==> src/rtl/bus_steuerung.sv <==
// bus_steuerung: arbitrating bus controller between the CPU instruction/data ports, one
// synchronous single-port RAM and IO_KANAELE output registers. IO read-back: BUS_IO_RUECKLESEN_EN.
module bus_steuerung #(
    parameter int unsigned ADR_BITS   = 10,
    parameter int unsigned IO_KANAELE = 2,
    parameter int unsigned IO_BREITE  = 8
) (
    input  logic                            Clock,
    input  logic                            Reset,
    input  logic [31:0]                     InstruktionAdresse,
    input  logic                            LeseInstruktion,
    input  logic [31:0]                     DatenAdresse,
    input  logic [31:0]                     DatenRaus,
    input  logic                            LeseDaten,
    input  logic                            SchreibeDaten,
    output logic [31:0]                     Instruktion,
    output logic [31:0]                     DatenRein,
    output logic                            InstruktionGeladen,
    output logic                            DatenGeladen,
    output logic                            DatenGespeichert,
    output logic [ADR_BITS-1:0]             RAMAdresse,
    output logic [31:0]                     RAMDatenInput,
    output logic                            RAMSchreibenAn,
    input  logic [31:0]                     RAMDatenOutput,
    output logic [IO_KANAELE*IO_BREITE-1:0] IOAusgang
);

    typedef enum logic [2:0] {
        LEERLAUF,
        I_LESEN,
        D_LESEN,
        D_SCHREIBEN,
        WARTEN
    } zustand_t;

    zustand_t                             r_zustand, w_zustand_d;
    logic                                 r_ist_instr, w_ist_instr_d;
    logic                                 r_auch_lesen, w_auch_lesen_d;
    logic [31:0]                          r_instruktion, w_instruktion_d;
    logic [31:0]                          r_daten_rein, w_daten_rein_d;
    logic                                 r_instr_geladen, w_instr_geladen_d;
    logic                                 r_geladen, w_geladen_d;
    logic                                 r_gespeichert, w_gespeichert_d;
    logic [ADR_BITS-1:0]                  r_ram_adr, w_ram_adr_d;
    logic [31:0]                          r_ram_wdat, w_ram_wdat_d;
    logic                                 r_ram_we, w_ram_we_d;
    logic [IO_KANAELE-1:0][IO_BREITE-1:0] r_io, w_io_d;

    logic        w_io_sel;
    logic [3:0]  w_io_kanal;
    logic [31:0] w_io_lesewert;
    logic        w_schreib;
    logic        w_lies;
    logic        w_instr;
    logic        w_unused_bits;

    assign w_io_sel      = DatenAdresse[31];
    assign w_io_kanal    = DatenAdresse[3:0];
    assign w_unused_bits = ^{InstruktionAdresse, DatenAdresse, DatenRaus};

    // A request is ignored in its own ack cycle: the requester only drops it on the next edge.
    assign w_schreib = SchreibeDaten & ~r_gespeichert;
    assign w_lies    = LeseDaten & ~r_geladen;
    assign w_instr   = LeseInstruktion & ~r_instr_geladen;

    always_comb begin
        w_io_lesewert = '0;
`ifdef BUS_IO_RUECKLESEN_EN
        for (int k = 0; k < int'(IO_KANAELE); k++) begin
            if (w_io_kanal == 4'(k)) begin
                w_io_lesewert[IO_BREITE-1:0] = r_io[k];
            end
        end
`endif
    end

    always_comb begin
        w_zustand_d       = r_zustand;
        w_ist_instr_d     = r_ist_instr;
        w_auch_lesen_d    = r_auch_lesen;
        w_instruktion_d   = r_instruktion;
        w_daten_rein_d    = r_daten_rein;
        w_instr_geladen_d = 1'b0;
        w_geladen_d       = 1'b0;
        w_gespeichert_d   = 1'b0;
        w_ram_adr_d       = r_ram_adr;
        w_ram_wdat_d      = r_ram_wdat;
        w_ram_we_d        = 1'b0;
        w_io_d            = r_io;

        case (r_zustand)
            LEERLAUF: begin
                if (w_schreib) begin
                    if (w_io_sel) begin
                        // Channels at or above IO_KANAELE match nothing: write is dropped.
                        for (int k = 0; k < int'(IO_KANAELE); k++) begin
                            if (w_io_kanal == 4'(k)) begin
                                w_io_d[k] = DatenRaus[IO_BREITE-1:0];
                            end
                        end
                        w_gespeichert_d = 1'b1;
                        w_geladen_d     = w_lies;
                    end else begin
                        w_ram_adr_d    = DatenAdresse[ADR_BITS-1:0];
                        w_ram_wdat_d   = DatenRaus;
                        w_ram_we_d     = 1'b1;
                        w_auch_lesen_d = w_lies;
                        w_zustand_d    = D_SCHREIBEN;
                    end
                end else if (w_lies) begin
                    if (w_io_sel) begin
                        w_daten_rein_d = w_io_lesewert;
                        w_geladen_d    = 1'b1;
                    end else begin
                        w_ram_adr_d   = DatenAdresse[ADR_BITS-1:0];
                        w_ist_instr_d = 1'b0;
                        w_zustand_d   = D_LESEN;
                    end
                end else if (w_instr) begin
                    w_ram_adr_d   = InstruktionAdresse[ADR_BITS-1:0];
                    w_ist_instr_d = 1'b1;
                    w_zustand_d   = I_LESEN;
                end
            end
            I_LESEN, D_LESEN: begin
                w_zustand_d = WARTEN;
            end
            WARTEN: begin
                if (r_ist_instr) begin
                    w_instruktion_d   = RAMDatenOutput;
                    w_instr_geladen_d = 1'b1;
                end else begin
                    w_daten_rein_d = RAMDatenOutput;
                    w_geladen_d    = 1'b1;
                end
                w_zustand_d = LEERLAUF;
            end
            D_SCHREIBEN: begin
                w_gespeichert_d = 1'b1;
                w_geladen_d     = r_auch_lesen;
                w_auch_lesen_d  = 1'b0;
                w_zustand_d     = LEERLAUF;
            end
            default: begin
                w_zustand_d = LEERLAUF;
            end
        endcase
    end

    always_ff @(posedge Clock) begin
        if (Reset) begin
            r_zustand       <= LEERLAUF;
            r_ist_instr     <= 1'b0;
            r_auch_lesen    <= 1'b0;
            r_instruktion   <= '0;
            r_daten_rein    <= '0;
            r_instr_geladen <= 1'b0;
            r_geladen       <= 1'b0;
            r_gespeichert   <= 1'b0;
            r_ram_adr       <= '0;
            r_ram_wdat      <= '0;
            r_ram_we        <= 1'b0;
            r_io            <= '0;
        end else begin
            r_zustand       <= w_zustand_d;
            r_ist_instr     <= w_ist_instr_d;
            r_auch_lesen    <= w_auch_lesen_d;
            r_instruktion   <= w_instruktion_d;
            r_daten_rein    <= w_daten_rein_d;
            r_instr_geladen <= w_instr_geladen_d;
            r_geladen       <= w_geladen_d;
            r_gespeichert   <= w_gespeichert_d;
            r_ram_adr       <= w_ram_adr_d;
            r_ram_wdat      <= w_ram_wdat_d;
            r_ram_we        <= w_ram_we_d;
            r_io            <= w_io_d;
        end
    end

    assign Instruktion        = r_instruktion;
    assign DatenRein          = r_daten_rein;
    assign InstruktionGeladen = r_instr_geladen;
    assign DatenGeladen       = r_geladen;
    assign DatenGespeichert   = r_gespeichert;
    assign RAMAdresse         = r_ram_adr;
    assign RAMDatenInput      = r_ram_wdat;
    assign RAMSchreibenAn     = r_ram_we;
    assign IOAusgang          = r_io;

endmodule

==> config.mk <==
export PLATFORM = sky130hd
export DESIGN_NAME = bus_steuerung
export DESIGN_NICKNAME = d
export VERILOG_FILES = /design/src/rtl/bus_steuerung.sv
export SDC_FILE = /design/constraint.sdc
export NUM_CORES = 1
export LEC_CHECK = 0
export ABC_AREA = 1
export CAP_MARGIN = 15
export CORE_ASPECT_RATIO = 1.1
export CORE_MARGIN = 3
export CORE_UTILIZATION = 33
export CTS_BUF_LIST = sky130_fd_sc_hd__clkbuf_4 sky130_fd_sc_hd__clkbuf_8
export DETAILED_ROUTE_END_ITERATION = 7
export HOLD_SLACK_MARGIN = 0.1
export PLACE_DENSITY = 0.75
export SYNTH_ARGS = -nofsm -noshare
export SYNTH_HDL_FRONTEND = slang
export SYNTH_SLANG_ARGS = --single-unit
==> constraint.sdc <==
create_clock -name Clock -period 2.8 [get_ports Clock]
set_clock_uncertainty 0.2 [all_clocks]
set_input_delay 0.42 -clock Clock [delete_from_list [all_inputs] [get_ports Clock]]
set_output_delay 0.42 -clock Clock [all_outputs]
set_load 0.01 [all_outputs]
# --- Word level (Yosys, flattened, before mapping) ---
# Index checks and enable logic that the tools add are counted.
totals:
  reg_bits: 131
  input_bits: 133
  word_cells: 87
classes:
  n_eq_ne: 15
  mux: 31
  n_bitwise: 10
  reduce_logical: 18
op_table:
  columns: ["operator", "n"]
  rows:
  - ["32-bit two-way mux", 4]
  - ["32-bit case mux with 2 select lines", 1]
  - ["10-bit two-way mux", 4]
  - ["3-bit two-way mux", 5]
  - ["2-bit inequality test, second input constant", 7]
  - ["1-bit two-way mux", 13]
  - ["4-bit AND reduction", 3]
  - ["3-bit AND reduction", 3]
  - ["1-bit NOT", 7]
  - ["3-bit by 2-bit equality test with 1-bit output, second input constant", 2]
  - ["3-bit inequality test, second input constant", 2]
  - ["3-bit case mux with 2 select lines", 1]
  - ["2-bit nonzero test", 3]
  - ["5-bit AND reduction", 1]
  - ["4-bit by 1-bit equality test with 1-bit output, second input constant", 1]
  - ["4-bit logical NOT", 1]
  - ["4-bit inequality test, second input constant", 1]
  - ["1-bit case mux with 2 select lines", 2]
  - ["2-bit AND reduction", 2]
  - ["2-bit OR reduction", 2]
  - ["1-bit bitwise AND", 3]
  - ["3-bit by 1-bit equality test with 1-bit output, second input constant", 1]
  - ["3-bit equality test, second input constant", 1]
  - ["3-bit logical NOT", 1]
  - ["3 further kinds", 3]

# --- Logic depth before layout (Yosys ltp) ---
logic_depth:
  word_depth: 6
  depth_mapped: 9

# --- Worst setup path after synthesis ---
# No wires, ideal clock.
synth_timing:
  path_kind: "input to register"
  startpoint: "in DatenAdresse[31]"
  endpoint: "reg r_ram_wdat[12] (netlist: RAMDatenInput[12])"
  setup_time_ps: 116
  arrival_ps: 1294
  required_time_ps: 2484
  slack_ps: 1190
  cell_stages: 8
  cell_sequence: "buf_4 > inv_2 > nand3_4 > nor2_4 > inv_2 > buf_2 > nor2_1 > nor2_1"
synth_between:
  elab_chain_cells: 2
synth_rtl:
  columns: ["item", "line", "rtl"]
  rows:
  - ["start: declaration", "12", "input logic [31:0] DatenAdresse,"]
  - ["1-bit NOT (no source line)", null, null]
  - ["3-bit AND reduction (no source line)", null, null]
  - ["end signal: assignment", "174", "r_ram_wdat <= w_ram_wdat_d;"]
  - ["end: declaration", "45", "logic [31:0] r_ram_wdat, w_ram_wdat_d;"]
# No other way between the ends.
# A chain may end at the register's enable or synchronous reset.

# --- Worst setup path after layout ---
layout_timing:
  startpoint: "reg r_daten_rein[22] (netlist: DatenRein[22])"
  endpoint: "out DatenRein[22]"
layout_lines:
  columns: ["item", "line", "rtl"]
  rows:
  - ["start: declaration", "40", "logic [31:0] r_daten_rein, w_daten_rein_d;"]
  - ["start signal: assignment", "169", "r_daten_rein <= w_daten_rein_d;"]
  - ["end: declaration", "17", "output logic [31:0] DatenRein,"]
# No word-level cell between the ends.

==> flow_summary_export.csv <==
group,metric,value,unit
outcome,status,"finished clean",
placement,place_area,0.00773,mm²
finish,final_cell_mix,"clkdlybuf4s50_1 (215), nor2_1 (189), dfxtp_1 (131)",
finish,final_cell_area,0.00816,mm²
synthesis,synth_compound_area_frac,0.111,
critical_path,regToRegSetupSlack,1.02,ns
finish,nNetsFinal,1113,
power,p_int,3.58,mW
cts,cts_sinks,131,
critical_path,cpLargestDelayFamily,"buffers and inverters",
sta,max_slew_margin,0.595,
cts,post_cts_buffers,0,
power,cellPowerDensity,621,mW/mm²
critical_path,cp-start-kind,"flip-flop",
sta,setup_tns,0,ns
cts,insertion_delay,0.43,ns
power,p_sw_frac,0.293,
power,power,5.07,mW
critical_path,critPathArrivalTime,1.38,ns
floorplan,fp.dieW,128,µm
synthesis,yosysWarningCount,0,
drt,vias_per_cell,4.53,
synthesis,syn_area,0.00541,mm²
power,pwr-share-clk,0.338,
cts,clkTransAtPathRegs,0.08,ns
finish,syn2layout_area_growth,50.8,%
hold_path,hold_start,"r_auch_lesen",
placement,gp_congestion,0.811,
hold_path,holdCritPathClass,"flip-flop to flip-flop",
critical_path,timing.rr.start,"r_zustand[0]",
critical_path,r2r-end,"RAMDatenInput[31]",
floorplan,core,0.0159,mm²
drt,wirelength,15600,µm
finish,final_common_cell,"clkdlybuf4s50_1",
sta,worst_slew_pin_slew,0.608,ns
critical_path,slowest_delay,0.60,ns
sta,rsz0062_at_grt,"false",
critical_path,worst-setup-path-type,"flip-flop to output port",
power,power_frac_seq,0.420,
floorplan,die-area,0.0180,mm²
finish,instances_no_fill,1193,
critical_path,crit_required,2.18,ns
power,power.share.combinational,0.242,
floorplan,initial_utilization,0.341,
finish,drive_gt1_frac,0.0604,
cts,cts-root-buf,"clkbuf_8",
drt,ant_nets,0,
cts,h-tree-depth,4,
cts,clockBufferDepth,2,
critical_path,cp.depth,1,
power,p_switching,1.49,mW
synthesis,synth.net_count,912,
cts,hold_buffers,0,
grt,grt.overflow.total,0,
sta,holdWs,0.271,ns
sta,setup_viol,0,
drt,via_count,5402,
grt,grt_max_degree,79,
drt,wl_per_cell,13.1,µm
sta,finalCriticalPeriod,2.00,ns
synthesis,avgSynthCellArea,6.95,µm²
grt,grt_pass1_vias,4972,
synthesis,synth.mux.area_fraction,0,
synthesis,synth_cell_types,24,
finish,diodes,0,
critical_path,ff2ff_path_depth,6,
placement,port-buffer-count,215,
power,peakVddDrop,0.000319,V
sta,hold_viol,0,
finish,fill_cells,1553,
grt,grt_pass1_wl,24600,µm
drt,dr.pass1.iters,4,
sta,slew_violations,0,
placement,hpwlAfterDp,10700,µm
critical_path,path_buf_inv,1,
synthesis,ys_seq_area_frac,0.485,
floorplan,num_rows,48,
critical_path,cp_max_fo,2,
hold_path,hold-path-endpoint,"r_auch_lesen",
floorplan,io_pins,259,
grt,grt.total_usage,0.170,
critical_path,critPathSlowestCell,"clkdlybuf4s50_1",
critical_path,end_kind,"output port",
synthesis,ys_ff_latch,131,
drt,first_iter_violations,252,
synthesis,synth_adder_area_share,0,
hold_path,hold_depth,2,
synthesis,synthSimpleGateAreaFrac,0.294,
power,p_leak,3.60,nW
synthesis,synth_xor_area_frac,0,
sta,timing.final.crit_share,0.715,
critical_path,crit_chain,"clkdlybuf4s50_1",
sta,fmax,0.500,GHz
floorplan,fp.dieH,140,µm
cts,numCtsBuffers,17,
job,cap_violations,0,
synthesis,synth_top_family_by_area,"simple AND/OR/NAND/NOR gates",
synthesis,syn_inst,779,
grt,antenna_found_initial,0,
drt,drc,0,
placement,dp_cells,1161,
cts,cts_tree,"built",
cts,cts.repair.resized,0,
-- layer usage --
layer	vias to the layer above	share of wire	track usage
li1	2796	-	-
met1	2415	0.43	0.203
met2	162	0.47	0.276
met3	29	0.068	0.0648
met4	0	0.026	0.0676
met5	-	0	0
-- stage by stage --
| step | setup slack, ns | utilization |
|---|---|---|
| floorplan | 1.19 | - |
| global route | 0.708 | 0.514 |
| finish | 0.799 | 0.514 |
| global placement | 0.399 | 0.487 |
| detailed placement | 0.390 | 0.487 |
| CTS | 0.753 | 0.514 |
-- synthesized netlist by cell type --
| library cell | instances | area, µm² |
|---|---|---|
| nor2_1 | 189 | 709 |
| dfxtp_1 | 131 | 2620 |
| nand2_1 | 130 | 488 |
| inv_1 | 94 | 353 |
| o21ai_0 | 77 | 385 |
| nand3_1 | 53 | 265 |
| a21oi_1 | 31 | 155 |
| buf_2 | 22 | 110 |
| clkbuf_1 | 17 | 63.8 |
| o21a_1 | 7 | 52.6 |
| buf_4 | 6 | 45.0 |
| inv_2 | 5 | 18.8 |
| nand2_2 | 2 | 12.5 |
| nand4_1 | 2 | 12.5 |
| nor2_4 | 2 | 22.5 |
| nor3_2 | 2 | 20.0 |
| nor4_1 | 2 | 12.5 |
| buf_1 | 1 | 3.75 |
| clkinv_1 | 1 | 3.75 |
| nand3_2 | 1 | 10.0 |
| nand3_4 | 1 | 17.5 |
| nor3_1 | 1 | 5.00 |
| nor3_4 | 1 | 16.3 |
| o21ai_1 | 1 | 5.00 |
-- cells by family (layout without fill, tap and decap cells) --
logic type,count (synthesis),after routing
AOI/OAI and AO/OA,116,116
DFF,131,131
buffers and inverters,146,360
and+or+nand+nor,386,386
-- how the worst max path moves through the flow --
stage                     start                end  slack (ns)
2_1_floorplan  DatenAdresse[31]  RAMDatenInput[12]        1.19
3_3_place_gp   DatenAdresse[31]  RAMDatenInput[27]        0.40
3_5_place_dp   DatenAdresse[31]  RAMDatenInput[29]        0.39
4_1_cts            DatenGeladen       DatenGeladen        0.75
5_1_grt           DatenRein[22]      DatenRein[22]        0.71
6_report          DatenRein[22]      DatenRein[22]        0.80
-- layout make-up --
cell class,count,area [µm²],share of cell area
clock buffer,20,275,0.0337
clock inverter,12,155,0.0190
inverter,100,377,0.0462
multi-input combinational,502,2190,0.268
sequential,131,2620,0.322
tap,200,250,0.0307
timing repair buffer,228,2290,0.280
-- power groups by stage --
stage	combinational, mW	sequential (mW)	clock [mW]
5_1_grt	1.37	2.15	1.86
2_1_floorplan	0.562	2.25	0
3_3_place_gp	1.22	2.17	0
6_report	1.23	2.13	1.71
4_1_cts	1.24	2.13	1.77
3_5_place_dp	1.23	2.17	0
-- registers in the layout, indices dropped and copies added (netlist names) --
signal / flops
IOAusgang: 16
InstruktionGeladen: 1
RAMAdresse: 10
RAMDatenInput: 32
RAMSchreibenAn: 1
DatenGespeichert: 1
DatenRein: 32
r_ist_instr: 1
r_zustand: 3
r_auch_lesen: 1
DatenGeladen: 1
Instruktion: 32
(Power assumes the default switching activity.)
